$ cat src/rtl/ps2_xt_translator.sv
// ps2_xt_translator: PS/2 scan-code-set-2 keyboard to IBM PC/XT set-1 keyboard port bridge.
//   Deserialises PS/2 frames, checks start/parity/stop, folds F0 break prefixes into set-1 break
//   codes via the AT 8042 translation table, buffers bytes in a FIFO and re-serialises them as
//   XT frames (start bit 1, then 8 data bits LSB first).
// Ports:
//   CLK, RESET_N          system clock, asynchronous active-low reset
//   PS2_CLK, PS2_DATA     keyboard PS/2 lines (asynchronous, synchronised here)
//   XT_INHIBIT            PC holds off transmission while high (level, synchronised here)
//   XT_CLK, XT_DATA       XT keyboard clock/data to the PC (registered)
//   FIFO_LEVEL            number of translated bytes queued
//   OVERFLOW, FRAME_ERR   sticky status flags, cleared by a CLR_STATUS pulse
//   CLR_STATUS            one-cycle clear of both status flags
module ps2_xt_translator #(
  parameter int unsigned FIFO_DEPTH = 16,
  parameter int unsigned HALF_BIT   = 400,
  parameter int unsigned RX_TIMEOUT = 20000,
  parameter int unsigned GAP        = 1600
) (
  input  logic                        CLK,
  input  logic                        RESET_N,
  input  logic                        PS2_CLK,
  input  logic                        PS2_DATA,
  input  logic                        XT_INHIBIT,
  output logic                        XT_CLK,
  output logic                        XT_DATA,
  output logic [$clog2(FIFO_DEPTH):0] FIFO_LEVEL,
  output logic                        OVERFLOW,
  output logic                        FRAME_ERR,
  input  logic                        CLR_STATUS
);

  localparam int unsigned AddrW  = $clog2(FIFO_DEPTH);
  localparam int unsigned LvlW   = AddrW + 1;
  localparam int unsigned ToW    = $clog2(RX_TIMEOUT + 1);
  localparam int unsigned CntMax = (GAP > HALF_BIT) ? GAP : HALF_BIT;
  localparam int unsigned CntW   = $clog2(CntMax + 1);

  typedef enum logic [1:0] {RIdle, RData, RPar, RStop} rx_state_e;
  typedef enum logic [1:0] {TIdle, TStart, TBits, TGap} tx_state_e;

  // ---------------------------------------------------------------- input synchronisers
  logic ps2_clk_s1_q, ps2_clk_s2_q, ps2_clk_prev_q;
  logic ps2_data_s1_q, ps2_data_s2_q;
  logic inhibit_s1_q, inhibit_s2_q;
  logic ps2_fall;

  always_ff @(posedge CLK or negedge RESET_N) begin
    if (!RESET_N) begin
      ps2_clk_s1_q   <= 1'b1;
      ps2_clk_s2_q   <= 1'b1;
      ps2_clk_prev_q <= 1'b1;
      ps2_data_s1_q  <= 1'b1;
      ps2_data_s2_q  <= 1'b1;
      inhibit_s1_q   <= 1'b0;
      inhibit_s2_q   <= 1'b0;
    end else begin
      ps2_clk_s1_q   <= PS2_CLK;
      ps2_clk_s2_q   <= ps2_clk_s1_q;
      ps2_clk_prev_q <= ps2_clk_s2_q;
      ps2_data_s1_q  <= PS2_DATA;
      ps2_data_s2_q  <= ps2_data_s1_q;
      inhibit_s1_q   <= XT_INHIBIT;
      inhibit_s2_q   <= inhibit_s1_q;
    end
  end

  assign ps2_fall = ps2_clk_prev_q & ~ps2_clk_s2_q;

  // ---------------------------------------------------------------- PS/2 receiver
  rx_state_e      rx_state_q;
  logic [7:0]     rx_shift_q;
  logic [2:0]     rx_cnt_q;
  logic           rx_par_q;
  logic [ToW-1:0] rx_to_q;
  logic           rx_valid_q;
  logic [7:0]     rx_byte_q;
  logic           rx_err_q;   // one-cycle error event

  always_ff @(posedge CLK or negedge RESET_N) begin
    if (!RESET_N) begin
      rx_state_q <= RIdle;
      rx_shift_q <= '0;
      rx_cnt_q   <= '0;
      rx_par_q   <= 1'b0;
      rx_to_q    <= '0;
      rx_valid_q <= 1'b0;
      rx_byte_q  <= '0;
      rx_err_q   <= 1'b0;
    end else begin
      rx_valid_q <= 1'b0;
      rx_err_q   <= 1'b0;
      if (rx_state_q == RIdle || ps2_fall) begin
        rx_to_q <= '0;
      end else begin
        rx_to_q <= rx_to_q + 1'b1;
      end
      case (rx_state_q)
        RIdle: begin
          // A high start bit is line noise, not a frame.
          if (ps2_fall && !ps2_data_s2_q) begin
            rx_state_q <= RData;
            rx_cnt_q   <= '0;
          end
        end
        RData: begin
          if (ps2_fall) begin
            rx_shift_q <= {ps2_data_s2_q, rx_shift_q[7:1]};
            rx_cnt_q   <= rx_cnt_q + 1'b1;
            if (rx_cnt_q == 3'd7) rx_state_q <= RPar;
          end
        end
        RPar: begin
          if (ps2_fall) begin
            rx_par_q   <= ps2_data_s2_q;
            rx_state_q <= RStop;
          end
        end
        RStop: begin
          if (ps2_fall) begin
            rx_state_q <= RIdle;
            if (ps2_data_s2_q && (^{rx_shift_q, rx_par_q})) begin
              rx_valid_q <= 1'b1;
              rx_byte_q  <= rx_shift_q;
            end else begin
              rx_err_q <= 1'b1;
            end
          end
        end
        default: rx_state_q <= RIdle;
      endcase
      if (rx_state_q != RIdle && !ps2_fall && rx_to_q == ToW'(RX_TIMEOUT - 1)) begin
        rx_state_q <= RIdle;
        rx_err_q   <= 1'b1;
      end
    end
  end

  // ---------------------------------------------------------------- set 2 -> set 1 ROM
  logic [7:0] xlate;

  always_comb begin
    xlate = rx_byte_q;
    case (rx_byte_q)
      8'h00: xlate = 8'hFF; 8'h01: xlate = 8'h43; 8'h02: xlate = 8'h41; 8'h03: xlate = 8'h3F;
      8'h04: xlate = 8'h3D; 8'h05: xlate = 8'h3B; 8'h06: xlate = 8'h3C; 8'h07: xlate = 8'h58;
      8'h08: xlate = 8'h64; 8'h09: xlate = 8'h44; 8'h0A: xlate = 8'h42; 8'h0B: xlate = 8'h40;
      8'h0C: xlate = 8'h3E; 8'h0D: xlate = 8'h0F; 8'h0E: xlate = 8'h29; 8'h0F: xlate = 8'h59;
      8'h10: xlate = 8'h65; 8'h11: xlate = 8'h38; 8'h12: xlate = 8'h2A; 8'h13: xlate = 8'h70;
      8'h14: xlate = 8'h1D; 8'h15: xlate = 8'h10; 8'h16: xlate = 8'h02; 8'h17: xlate = 8'h5A;
      8'h18: xlate = 8'h66; 8'h19: xlate = 8'h71; 8'h1A: xlate = 8'h2C; 8'h1B: xlate = 8'h1F;
      8'h1C: xlate = 8'h1E; 8'h1D: xlate = 8'h11; 8'h1E: xlate = 8'h03; 8'h1F: xlate = 8'h5B;
      8'h20: xlate = 8'h67; 8'h21: xlate = 8'h2E; 8'h22: xlate = 8'h2D; 8'h23: xlate = 8'h20;
      8'h24: xlate = 8'h12; 8'h25: xlate = 8'h05; 8'h26: xlate = 8'h04; 8'h27: xlate = 8'h5C;
      8'h28: xlate = 8'h68; 8'h29: xlate = 8'h39; 8'h2A: xlate = 8'h2F; 8'h2B: xlate = 8'h21;
      8'h2C: xlate = 8'h14; 8'h2D: xlate = 8'h13; 8'h2E: xlate = 8'h06; 8'h2F: xlate = 8'h5D;
      8'h30: xlate = 8'h69; 8'h31: xlate = 8'h31; 8'h32: xlate = 8'h30; 8'h33: xlate = 8'h23;
      8'h34: xlate = 8'h22; 8'h35: xlate = 8'h15; 8'h36: xlate = 8'h07; 8'h37: xlate = 8'h5E;
      8'h38: xlate = 8'h6A; 8'h39: xlate = 8'h72; 8'h3A: xlate = 8'h32; 8'h3B: xlate = 8'h24;
      8'h3C: xlate = 8'h16; 8'h3D: xlate = 8'h08; 8'h3E: xlate = 8'h09; 8'h3F: xlate = 8'h5F;
      8'h40: xlate = 8'h6B; 8'h41: xlate = 8'h33; 8'h42: xlate = 8'h25; 8'h43: xlate = 8'h17;
      8'h44: xlate = 8'h18; 8'h45: xlate = 8'h0B; 8'h46: xlate = 8'h0A; 8'h47: xlate = 8'h60;
      8'h48: xlate = 8'h6C; 8'h49: xlate = 8'h34; 8'h4A: xlate = 8'h35; 8'h4B: xlate = 8'h26;
      8'h4C: xlate = 8'h27; 8'h4D: xlate = 8'h19; 8'h4E: xlate = 8'h0C; 8'h4F: xlate = 8'h61;
      8'h50: xlate = 8'h6D; 8'h51: xlate = 8'h73; 8'h52: xlate = 8'h28; 8'h53: xlate = 8'h74;
      8'h54: xlate = 8'h1A; 8'h55: xlate = 8'h0D; 8'h56: xlate = 8'h62; 8'h57: xlate = 8'h6E;
      8'h58: xlate = 8'h3A; 8'h59: xlate = 8'h36; 8'h5A: xlate = 8'h1C; 8'h5B: xlate = 8'h1B;
      8'h5C: xlate = 8'h75; 8'h5D: xlate = 8'h2B; 8'h5E: xlate = 8'h63; 8'h5F: xlate = 8'h76;
      8'h60: xlate = 8'h55; 8'h61: xlate = 8'h56; 8'h62: xlate = 8'h77; 8'h63: xlate = 8'h78;
      8'h64: xlate = 8'h79; 8'h65: xlate = 8'h7A; 8'h66: xlate = 8'h0E; 8'h67: xlate = 8'h7B;
      8'h68: xlate = 8'h7C; 8'h69: xlate = 8'h4F; 8'h6A: xlate = 8'h7D; 8'h6B: xlate = 8'h4B;
      8'h6C: xlate = 8'h47; 8'h6D: xlate = 8'h7E; 8'h6E: xlate = 8'h7F; 8'h6F: xlate = 8'h6F;
      8'h70: xlate = 8'h52; 8'h71: xlate = 8'h53; 8'h72: xlate = 8'h50; 8'h73: xlate = 8'h4C;
      8'h74: xlate = 8'h4D; 8'h75: xlate = 8'h48; 8'h76: xlate = 8'h01; 8'h77: xlate = 8'h45;
      8'h78: xlate = 8'h57; 8'h79: xlate = 8'h4E; 8'h7A: xlate = 8'h51; 8'h7B: xlate = 8'h4A;
      8'h7C: xlate = 8'h37; 8'h7D: xlate = 8'h49; 8'h7E: xlate = 8'h46; 8'h7F: xlate = 8'h54;
      8'h83: xlate = 8'h41; 8'h84: xlate = 8'h54;
      default: xlate = rx_byte_q;
    endcase
  end

  // ---------------------------------------------------------------- break merge
  logic       break_pend_q;
  logic       is_prefix;
  logic       push_req;
  logic [7:0] push_data;

  always_comb begin
    is_prefix = (rx_byte_q == 8'hE0) || (rx_byte_q == 8'hE1);
    push_req  = rx_valid_q && (rx_byte_q != 8'hF0);
    push_data = is_prefix ? rx_byte_q : (xlate | {break_pend_q, 7'b0});
  end

  always_ff @(posedge CLK or negedge RESET_N) begin
    if (!RESET_N) begin
      break_pend_q <= 1'b0;
    end else if (rx_valid_q) begin
      if (rx_byte_q == 8'hF0) begin
        break_pend_q <= 1'b1;
      end else if (!is_prefix) begin
        break_pend_q <= 1'b0;
      end
    end
  end

  // ---------------------------------------------------------------- FIFO
  logic [7:0]       fifo_mem [FIFO_DEPTH];
  logic [AddrW-1:0] wr_ptr_q, rd_ptr_q;
  logic [LvlW-1:0]  count_q;
  logic             fifo_full, fifo_empty, push, pop;
  tx_state_e        tx_state_q;

  always_comb begin
    fifo_full  = (count_q == LvlW'(FIFO_DEPTH));
    fifo_empty = (count_q == '0);
    pop        = (tx_state_q == TIdle) && !fifo_empty && !inhibit_s2_q;
    // When full, a same-cycle pop frees the slot being written.
    push       = push_req && (!fifo_full || pop);
  end

  always_ff @(posedge CLK) begin
    if (push) fifo_mem[wr_ptr_q] <= push_data;
  end

  always_ff @(posedge CLK or negedge RESET_N) begin
    if (!RESET_N) begin
      wr_ptr_q <= '0;
      rd_ptr_q <= '0;
      count_q  <= '0;
    end else begin
      if (push) wr_ptr_q <= wr_ptr_q + 1'b1;
      if (pop)  rd_ptr_q <= rd_ptr_q + 1'b1;
      if (push && !pop) begin
        count_q <= count_q + 1'b1;
      end else if (pop && !push) begin
        count_q <= count_q - 1'b1;
      end
    end
  end

  // ---------------------------------------------------------------- sticky status
  logic overflow_q, frame_err_q;

  always_ff @(posedge CLK or negedge RESET_N) begin
    if (!RESET_N) begin
      overflow_q  <= 1'b0;
      frame_err_q <= 1'b0;
    end else begin
      // Set has priority over a coincident clear.
      if (push_req && !push) begin
        overflow_q <= 1'b1;
      end else if (CLR_STATUS) begin
        overflow_q <= 1'b0;
      end
      if (rx_err_q) begin
        frame_err_q <= 1'b1;
      end else if (CLR_STATUS) begin
        frame_err_q <= 1'b0;
      end
    end
  end

  // ---------------------------------------------------------------- XT transmitter
  logic [8:0]      tx_shift_q;  // bit 0 is the bit on the wire
  logic [3:0]      tx_bit_q;
  logic            tx_low_q;    // 1 while in the XT_CLK=0 half of a bit
  logic [CntW-1:0] tx_cnt_q;
  logic            xt_clk_q, xt_data_q;

  always_ff @(posedge CLK or negedge RESET_N) begin
    if (!RESET_N) begin
      tx_state_q <= TIdle;
      tx_shift_q <= '1;
      tx_bit_q   <= '0;
      tx_low_q   <= 1'b0;
      tx_cnt_q   <= '0;
      xt_clk_q   <= 1'b1;
      xt_data_q  <= 1'b1;
    end else begin
      case (tx_state_q)
        TIdle: begin
          xt_clk_q  <= 1'b1;
          xt_data_q <= 1'b1;
          if (pop) begin
            tx_shift_q <= {fifo_mem[rd_ptr_q], 1'b1};
            tx_state_q <= TStart;
          end
        end
        TStart: begin
          // One setup cycle: drive the start bit, then the first high half begins.
          xt_data_q  <= tx_shift_q[0];
          tx_cnt_q   <= '0;
          tx_bit_q   <= '0;
          tx_low_q   <= 1'b0;
          tx_state_q <= TBits;
        end
        TBits: begin
          if (tx_cnt_q == CntW'(HALF_BIT - 1)) begin
            tx_cnt_q <= '0;
            if (!tx_low_q) begin
              xt_clk_q <= 1'b0;
              tx_low_q <= 1'b1;
            end else begin
              xt_clk_q <= 1'b1;
              tx_low_q <= 1'b0;
              if (tx_bit_q == 4'd8) begin
                xt_data_q  <= 1'b1;
                tx_state_q <= TGap;
              end else begin
                tx_bit_q   <= tx_bit_q + 1'b1;
                tx_shift_q <= {1'b1, tx_shift_q[8:1]};
                xt_data_q  <= tx_shift_q[1];
              end
            end
          end else begin
            tx_cnt_q <= tx_cnt_q + 1'b1;
          end
        end
        TGap: begin
          if (tx_cnt_q == CntW'(GAP - 1)) begin
            tx_state_q <= TIdle;
          end else begin
            tx_cnt_q <= tx_cnt_q + 1'b1;
          end
        end
        default: tx_state_q <= TIdle;
      endcase
    end
  end

  assign XT_CLK     = xt_clk_q;
  assign XT_DATA    = xt_data_q;
  assign FIFO_LEVEL = count_q;
  assign OVERFLOW   = overflow_q;
  assign FRAME_ERR  = frame_err_q;

endmodule

$ cat config.mk
export PLATFORM = sky130hd
export DESIGN_NAME = ps2_xt_translator
export DESIGN_NICKNAME = d
export VERILOG_FILES = /design/src/rtl/ps2_xt_translator.sv
export SDC_FILE = /design/constraint.sdc
export NUM_CORES = 1
export LEC_CHECK = 0
export CAP_MARGIN = 10
export CORE_ASPECT_RATIO = 0.6
export CORE_UTILIZATION = 50
export DETAILED_ROUTE_END_ITERATION = 6
export DONT_BUFFER_PORTS = 1
export PLACE_DENSITY = 0.73
export SLEW_MARGIN = 30
export SYNTH_ARGS = -nofsm -noshare
export SYNTH_HDL_FRONTEND = slang
export SYNTH_SLANG_ARGS = --single-unit
$ cat constraint.sdc
create_clock -name CLK -period 3.33 [get_ports CLK]
set_clock_uncertainty 0.1 [all_clocks]
set_input_delay 0.666 -clock CLK [delete_from_list [all_inputs] [get_ports CLK]]
set_output_delay 0.666 -clock CLK [all_outputs]
set_load 0.005 [all_outputs]
Word-level counts from Yosys, hierarchy flattened
Memories as Yosys holds them, arrays and structs flattened.
Index checks and enable logic that the tools add are counted.
- bits of input ports: 6
- bits in writable memories: 128
- memories kept: 1
- register bits: 91
- word-level logic and storage cells: 307
- memory list (name ; words ; width ; read ports ; clocked after memory_dff ; wr ports ; RTL line ; source):
    fifo_mem ; 16 ; 8 ; 1 ; 0 ; 1 ; 206 ; logic [7:0] fifo_mem [FIFO_DEPTH];
- $add $sub $neg: 8
- reduce and logical (&&, ||, !) cells: 50
- equality and inequality tests: 160
- bitwise operators: 3
- muxes and demuxes: 57
- operator list (kind ; number):
    case mux 8 bit (128 select lines) ; 1
    == test 8 x 7 -> 1 bit (second input constant) ; 64
    == test 8 x 6 -> 1 bit (second input constant) ; 32
    == test 8 x 5 -> 1 bit (second input constant) ; 16
    == test 8 x 4 -> 1 bit (second input constant) ; 8
    == test 8 bit (second input constant) ; 5
    2-to-1 mux 9 bit ; 4
    case mux 11 bit (3 select lines) ; 1
    == test 8 x 3 -> 1 bit (second input constant) ; 4
    2-to-1 mux 11 bit ; 2
    2-to-1 mux 2 bit ; 11
    2-to-1 mux 1 bit ; 21
    case mux 9 bit (2 select lines) ; 1
    == test 8 x 2 -> 1 bit (second input constant) ; 2
    inequality test 2 bit (second input constant) ; 8
    case mux 2 bit (4 select lines) ; 2
    adder 15 x 1 -> 15 bit (second input constant) ; 1
    == test 15 bit (second input constant) ; 1
    2-to-1 mux 15 bit ; 1
    AND reduction 5 bit ; 3
    nonzero test 2 bit ; 7
    adder 4 x 1 -> 4 bit (second input constant) ; 3
    2-to-1 mux 4 bit ; 3
    inequality test 3 bit (second input constant) ; 4
    other kinds (37) ; 73

Logic depth before layout (Yosys ltp)
Gate-level depths: netlist of the first run.
- depth after elaboration: 10
- gate-level depth with buffers: 15
- depth with buffers taken out: 13

Worst setup path after synthesis of the first run
No wires, ideal clock.
- kind: reg-to-reg
- from: register rx_byte_q[4]
- to: memory fifo_mem[0][4], data pin
- path slack: 15 ps
- data arrival time: 2912 ps
- setup time: 302 ps
- path buffers: 2
- clock period less this slack: 3315 ps
- stages on the path, launching flop included: 10
- cells stage by stage: dfrtp_1 > buf_6 > xor2_1 > a32o_1 > o221a_1 > or4_4 > or2_1 > or3_1 > buf_6 > a31oi_1
- cells in the longest elaborated chain, start to end: 5
- RTL lines (item ; RTL line ; source):
    start: declaration ; 76 ; logic [7:0] rx_byte_q;
    start signal: assignment ; 123 ; rx_byte_q <= rx_shift_q;
    == test 8 bit, or another cell as far along ; 143 ; case (rx_byte_q)
    OR reduction 2 bit (no source line) ; n/a ;
    case mux 8 bit (128 select lines) ; 143 ;
    bitwise OR 8 bit ; 190 ; push_data = is_prefix ? rx_byte_q : (xlate | {break_pend_q, 7'b0});
    2-to-1 mux 8 bit * ; 190 ;
    net push_data[4] ; 185 ; logic [7:0] push_data;
    end: declaration ; 206 ;
Mark *: on every way through the listed nets, which the timed path passes. The rest lies on a longest branch.

Final worst setup path of the first run
- from: register rx_byte_q[2]
- to: memory fifo_mem[9][3], data pin
- cells in the longest elaborated chain, start to end: 5
- RTL lines (item ; RTL line):
    == test 8 bit, or another cell as far along ; 143
    OR reduction 2 bit (no source line) ; n/a
    case mux 8 bit (128 select lines) ; 143
    bitwise OR 8 bit ; 190
    2-to-1 mux 8 bit * ; 190
Every way passes the cells marked *; elsewhere a longest branch is shown, timed or not.

==> impl_results.md, run 1 <==
* F_max at ~300 MHz
* DRT iter0 DRCs at 1337
* Core Box Area at approximately 23000 sq um
* Status: complete, but fails checks
* Worst r2r dst: fifo_mem[9][3]
* Rel. slew slack at 0.437
* CTS sink count at 219
* Worst VDD drop at 0.000454 V
* # placed instances at 1396
* DP Area at 12900 sq um
* Maximum buffer depth of the clock tree at 3
* DPL Wire Length at 24400 um
* Vias at around 9.2k
* Num ports at 15
* Cells on worst reg2reg path at 9
* Hold slack at -0.0327 ns
* Worst r2r src: rx_byte_q[2]
* Final #Nets at 1144
* Clk pin slew, worst setup/hold paths at approximately 0.070 ns
* Post-route antenna net violation count at 0
* Worst setup path endpoint: fifo_mem[9][3]
* Crit-path max FO at 8
* Worst setup margin at -0.00425 ns
* Dpl ws at -0.0489 ns
* Post-synth top area cell: edfxtp_1
* Final std cells w/o fill at around 1.4k
* Setup tns final at -0.0210 ns
* Root Buffer: clkbuf_16
* Arr. time, crit path at 3.44 ns
* Cell variety after synth at 78
* Top cells by count, synth: 128 x edfxtp_1, 100 x nand2_1, 75 x dfrtp_1, 71 x nor2_1, 50 x clkbuf_1
* Cells after synthesis at between 1k and 1.5k
* Die Area at 24500 sq um
* Setup crit end kind: register
* Port buffer count at 0
* Crit start category: register
* Routed wire per std cell at 24.3 um
* Hold Path Class: in2async
* Critical Path Source: rx_byte_q[2]
* Mapped cell area at 11900 sq um
* Top cells by area, synth: edfxtp_1 32%, dfrtp_1 16%, mux4_2 7.7%, dfstp_2 3.5%, nand2_1 3.1%
* Power Dens Cells at 846 nW/um^2
* Final setup vio count at 7
* Post-route cell area at 13800 sq um
* Initial antenna violation count at 0
* Syn_area_per_cell at 11.4 sq um
* Share of the synthesized area in the top cell type at 0.322
* Slew Viols, Final at 0
* Die Width at 201 um
* Layout cells sized above 1 at 0.239
* Leak at 0.00516 uW
* Failing checks: negative hold slack, negative setup slack
* Critical setup path kind: reg2reg
* GRT Resource Usage Total at 0.287
* Final number of hold-violating endpoints at 12
* Ys async rst share at 0.416
* Wirelength, routed at 35000 um
* Final GP Congestion at 1.08
* Worst Max-Slew Pin Slew at 0.844 ns
* Worst path required time at 3.44 ns
* Max cap viols at 0
* Number of synthesized flops with an enable pin at 128
* CTS tree: built
* First-pass GRT wire length at approximately 53000 um
* Worst-Skew Late Latency at 0.50 ns
* Most used DFF post-synth: edfxtp_1
* Syn nets at 1079
* R2R setup slack at -0.004 ns
* Final period util at 1.00
* Initial core utilization at 0.513
* Die Span Y at 122 um
* Htree depth at 1
* Vias in the first global route at 8698
* Synth Warn # at 0
* Pin count of the biggest net entering global routing at roughly 90
* Total grt overflow at 0
* Area growth, synth to finish at 15.4%
* TritonCTS buffer count at 20
* Std-Cell Rows at between 40 and 50
* Post-synthesis sequential area ratio at 0.515
* Final Critical Period at 3.33 ns
* Drt pass-1 iters at 6
* # DRC at 0
* Drt via density at between 6 and 7
* Post-synthesis register bit count at 219
* Unrepaired setup endpoints after global routing: false
* Ant. Diodes at 0
* Most frequent cell after synthesis: edfxtp_1
[registers in the layout, summed over array words and instances (netlist names), 2 cells and up]
| name | count |
|---|---|
| FIFO_LEVEL | 5 |
| fifo_mem | 128 |
| rd_ptr_q | 4 |
| rx_byte_q | 8 |
| rx_cnt_q | 3 |
| rx_shift_q | 8 |
| rx_state_q | 2 |
| rx_to_q | 15 |
| tx_bit_q | 4 |
| tx_cnt_q | 11 |
| tx_shift_q | 9 |
| tx_state_q | 2 |
| wr_ptr_q | 4 |
[per-stage QoR]
| step | utilization | power, uW |
|---|---|---|
| after detailed placement | 0.556 | 9090 |
| final | 0.592 | 11600 |
| after global placement | 0.556 | 8970 |
| after global routing | 0.592 | 12200 |
| after floorplan | - | 7480 |
| after CTS | 0.585 | 11300 |
[report_power, final]
part	internal (uW)	switching [uW]	total, uW
sequential	4040	365	4410
clock	1190	986	2170
combinational	2150	2910	5060
total	7370	4260	11600
[worst min path at each step]
stage	to	slack (ns)	cells past startpoint
2_1_floorplan	inhibit_s2_q	0.23	0
3_3_place_gp	inhibit_s2_q	0.23	0
3_5_place_dp	ps2_data_s2_q	0.25	0
4_1_cts	rx_shift_q[5]	0.02	1
5_1_grt	wr_ptr_q[3]	0.01	1
6_report	wr_ptr_q[3]	-0.03	1
[worst max-delay path, stage by stage (launching register included)]
cell	delay (ns)
dfrtp_2	0.44
buf_4	0.18
nand2b_1	0.22
buf_4	0.16
a21oi_1	0.06
o221a_1	0.24
or4_4	0.53
or2_1	0.26
or3_4	0.46
mux2_2	0.39
[layer usage]
metal	vias to the layer above	GRT usage	routed length, um
met5	-	0.0139	46
met4	2	0.0516	511
met3	52	0.108	4900
met2	558	0.368	13400
met1	4531	0.451	16100
li1	4096	-	-
[final cells by class]
cell class | count | area, sq um
Fill cell | 1864 | 9490
Tap cell | 315 | 394
Multi-Input combinational cell | 718 | 5440
Timing Repair Buffer | 127 | 1070
Sequential cell | 219 | 6150
Clock buffer | 22 | 508
Clock inverter | 12 | 105
Inverter | 26 | 97.6
[placed cells by master, fill, tap and decap left out, types with 7 or more instances in the layout]
cell type	n
a21oi_1	45
a22oi_1	8
a31oi_1	15
a32oi_1	8
and2_1	23
and3_1	9
buf_4	115
clkbuf_16	20
dfrtp_1	70
dfstp_2	16
edfxtp_1	128
ha_1	25
inv_1	26
mux2_2	19
mux2i_1	7
mux4_2	41
nand2_1	100
nand2b_1	12
nand3_1	28
nand4_1	18
nor2_1	70
nor2b_1	9
nor3_1	17
nor4_1	10
o211ai_1	11
o21ai_0	45
o22ai_1	16
xnor2_1	21
xor2_1	25
[repair_timing]
item	4_1_cts	5_1_grt
hold buffers	1	0
pin swaps	0	3
cloned	0	2
buffers inserted	0	6
hold endpoints to repair	91	0
endpoints found under the setup margin	64	163
resized for setup	3	26
[cells by family after synthesis]
family                     share of synthesized area
buffers and inverters                         0.0404
DFF                                            0.515
and+or+nand+nor                                0.154
xor gates and xnor gates                      0.0338
AOI/OAI and AO/OA                              0.125
muxes                                          0.104
adders and majority gates                     0.0279
(Power assumes the default switching activity.)
==> inputs of run 2 (changes only) <==
--- a/config.mk
+++ b/config.mk
@@ -5,6 +5,7 @@
 export SDC_FILE = /design/constraint.sdc
 export NUM_CORES = 1
 export LEC_CHECK = 0
+export ABC_AREA = 1
 export CAP_MARGIN = 10
 export CORE_ASPECT_RATIO = 0.6
 export CORE_UTILIZATION = 50
==> run 2 against run 1 <==
Net effect:
- the run ends with negative hold slack left
- register-to-register slack better by 0.21 ns
- routed wire length up 2.0%
- final area down 5.1%
- critical path type unchanged
- largest power group unchanged
==> impl_results.md, run 2 <==
* Status: complete, but fails checks
* Failing checks: negative hold slack
* Switching Fraction at 0.436 (+0.0697)
* Worst r2r dst: fifo_mem[9][3]
* CP Buf/Inv Count at 1 (-1)
* Crit path cell chain: nand2_2, nor2_1, nand2_1, nand2_1, nor2_1, nand2_1, nor2_1, nand2_1, nor2_2, nand3_1, nand2_1, buf_12
* Critical Path Source: rx_byte_q[1]
* Worst-Skew Late Latency at 0.49 ns (about the same)
* Commonest non-fill, non-tap cell in the layout: nand2_1
* DPL Wire Length at 25700 um (+5.5%)
* Hold slack at -0.0187 ns (+0.0139 ns)
* R2R setup slack at 0.20 ns (+0.21 ns)
* Clock power frac at 0.165 (-0.022)
* Final std cells w/o fill at 1787 (+24%)
* Leak at 0.00558 uW (+8.2%)
* Clk pin slew, worst setup/hold paths at 0.07 ns (about the same)
* Arr. time, crit path at 3.26 ns (-0.18 ns)
* Final number of hold-violating endpoints at 7 (-5)
* Crit-path max FO at 16 (+8)
* Most frequent cell after synthesis: nand2_1
* Fill cells at 2027 (+8.7%)
* Peak per-stage delay on the critical path at 0.81 ns (+0.28 ns)
* Post-synth top area cell: edfxtp_1
* Rel. slew slack at 0.313 (-0.124)
* F_max at 320 MHz (+6.7%)
* Htree depth at 1 (unchanged)
* Drt pass-1 iters at 6 (unchanged)
* Register Area at 6140 sq um (-0.12%)
* Syn nets at 1460 (+35%)
* Maximum buffer depth of the clock tree at 3 (unchanged)
* Combinational share of power at 0.482 (+0.047)
* Mapped cell area at 11800 sq um (-1.3%)
* DRT iter0 DRCs at 1307 (-2.2%)
* Synth Warn # at 0 (unchanged)
* Initial antenna violation count at 1 (+1)
* Die Area at 24200 sq um (-1.3%)
* Final #Nets at 1492 (+30%)
* Final period util at 0.938 (-0.0628)
* Max cap viols at 0 (unchanged)
* # placed instances at 1753 (+26%)
* Initial core utilization at 0.510 (-0.00308)
* Share of the synthesized area in the top cell type at 0.327 (+0.00421)
* Multi-input logic area at 5080 sq um (-6.5%)
* Setup tns final at 0 ns (+0.0210 ns)
* Final Critical Period at 3.13 ns (-0.209 ns)
* Final GP Congestion at 1.12 (+4.1%)
* TritonCTS buffer count at 19 (-5.0%)
* Power Dens Cells at 976 nW/um^2 (+15%)
* Worst r2r src: rx_byte_q[1]
* Layout cells sized above 1 at 0.0795 (-0.160)
* Total grt overflow at 0 (unchanged)
* Unrepaired setup endpoints after global routing: false
* Ys async rst share at 0.416 (unchanged)
* Crit start category: register
* Std-Cell Rows at 43 (unchanged)
* Cell variety after synth at 47 (-40%)
* Post-synthesis sequential area ratio at 0.522 (+0.00673)
* Num ports at 15 (unchanged)
* Pint at 7190 uW (-2.5%)
* Top cells by area, synth: edfxtp_1 33%, dfrtp_1 16%, nand2_1 11%, nor2_1 8.4%, o21ai_0 6.0%
* Most frequent cells in the layout: 339 x nand2_1, 261 x nor2_1, 140 x o21ai_0
* GRT Resource Usage Total at 0.300 (+0.0138)
* Slew Viols, Final at 0 (unchanged)
* Crit-path slowest cell: nor2_1
* Die Span Y at 121 um (-0.64%)
* Biggest regs: fifo_mem (128), rx_to_q (15), tx_cnt_q (11)
* Critical setup path kind: reg2reg
* Core Box Area at 23100 sq um (-0.69%)
* CTS tree: built
* Crit-path leading delay family: simple AND/OR/NAND/NOR gates
* Vias in the first global route at 9510 (+9.3%)
* Routed wire per std cell at 20.0 um (-18%)
* Post-route antenna net violation count at 0 (unchanged)
* P_sw at 5560 uW (+30%)
* Post-synthesis register bit count at 219 (unchanged)
* Setup crit end kind: register
* Ant. Diodes at 0 (unchanged)
* First-pass GRT wire length at 54400 um (+2.8%)
* Post-CTS setup buffer count at 0 (unchanged)
* Largest reg by FF count: fifo_mem
* Syn_area_per_cell at 8.24 sq um (-28%)
* Cells on worst reg2reg path at 12 (+3)
* Vias at 10.5k (+14%)
* Die Width at 200 um (-0.64%)
* Worst VDD drop at 0.000601 V (+32%)
* Wirelength, routed at 35700 um (+2.0%)
* Pin count of the biggest net entering global routing at 92 (unchanged)
* Top cells by count, synth: 339 x nand2_1, 262 x nor2_1, 140 x o21ai_0, 128 x edfxtp_1, 94 x inv_1
* Register share of total power at 0.353 (-0.026)
* Drt via density at 5.88 (-8.4%)
* Max reg flops at 128 (unchanged)
* Cells after synthesis at 1428 (+36%)
* Root Buffer: clkbuf_16
* Number of synthesized flops with an enable pin at 128 (unchanged)
* CTS sink count at 219 (unchanged)
* # DRC at 0 (unchanged)
* Port buffer count at 0 (unchanged)
* Worst path required time at 3.46 ns (+0.02 ns)
* Critical path's most frequent cell: nand2_1
* Area growth, synth to finish at 11.0%
* Worst Max-Slew Pin Slew at 1.03 ns (+0.186 ns)
* Hold Path Class: in2async
* Most used DFF post-synth: edfxtp_1
* Final setup vio count at 0 (-7)
==> run 2: changes by cell type after synthesis, moves of 24 or more <==
cell,change
nand2_1,+239
inv_1,+68
o21ai_0,+94
nor2_1,+191
nand3_1,+46
mux4_2,-41
nand4_1,+24
==> run 2: cell type report <==
cell class	instances	area share
Sequential cell	219	0.470
Multi-Input combinational cell	1064	0.389
Clock buffer	28	0.0398
Timing Repair Buffer	55	0.0379
Tap cell	315	0.0302
Inverter	101	0.0290
Clock inverter	5	0.00364
==> run 2: kinds of logic after synthesis <==
group / share of synthesized area
AOI/OAI and AO/OA: 0.121
xor gates and xnor gates: 0.0134
adders and majority gates: 0.0283
buffers and inverters: 0.0474
DFF: 0.522
and+or+nand+nor: 0.268
==> run 2: stage by stage <==
step	total power (uW)	hold slack, ns	utilization	setup WS, ns	instance area (sq um)
2_1_floorplan	7980	0.231	-	0.416	11800
3_3_place_gp	10300	0.245	0.540	0.350	12500
3_5_place_dp	10500	0.251	0.540	0.195	12500
4_1_cts	12600	0.00225	0.565	0.161	13000
5_1_grt	13500	0.0111	0.566	0.0579	13100
6_report	12700	-0.0187	0.566	0.205	13100
==> run 2: worst max-delay path by stage <==
| stage | endpoint | slack (ns) | cells past startpoint |
|---|---|---|---|
| final | fifo_mem[9][3] | 0.20 | 12 |
| after detailed placement | FIFO_LEVEL[4] | 0.19 | 16 |
| after global placement | FIFO_LEVEL[4] | 0.35 | 16 |
| after floorplan | FIFO_LEVEL[4] | 0.42 | 16 |
| after CTS | FIFO_LEVEL[4] | 0.16 | 16 |
| after global routing | FIFO_LEVEL[4] | 0.06 | 16 |
==> run 2: per-layer routing <==
layer  wire length [um]  up-vias  global-route usage
met3               5580       55               0.126
met4                585        4              0.0496
li1                   -     4929                   -
met1              16600     4895               0.475
met2              12900      625               0.367
met5                 91        -              0.0588
==> run 2: what timing repair did <==
item,4_1_cts,5_1_grt
gates resized for setup,0,3
hold endpoints to repair,91,0
hold buffers,1,0
endpoints found under the setup margin,0,2
==> run 2: power groups by stage <==
stage	Sequential, uW	Combinational [uW]	Clock, uW
3_5_place_dp	4540	5930	0
6_report	4500	6150	2100
5_1_grt	4540	6690	2240
4_1_cts	4490	5970	2130
2_1_floorplan	4420	3560	0
3_3_place_gp	4520	5820	0
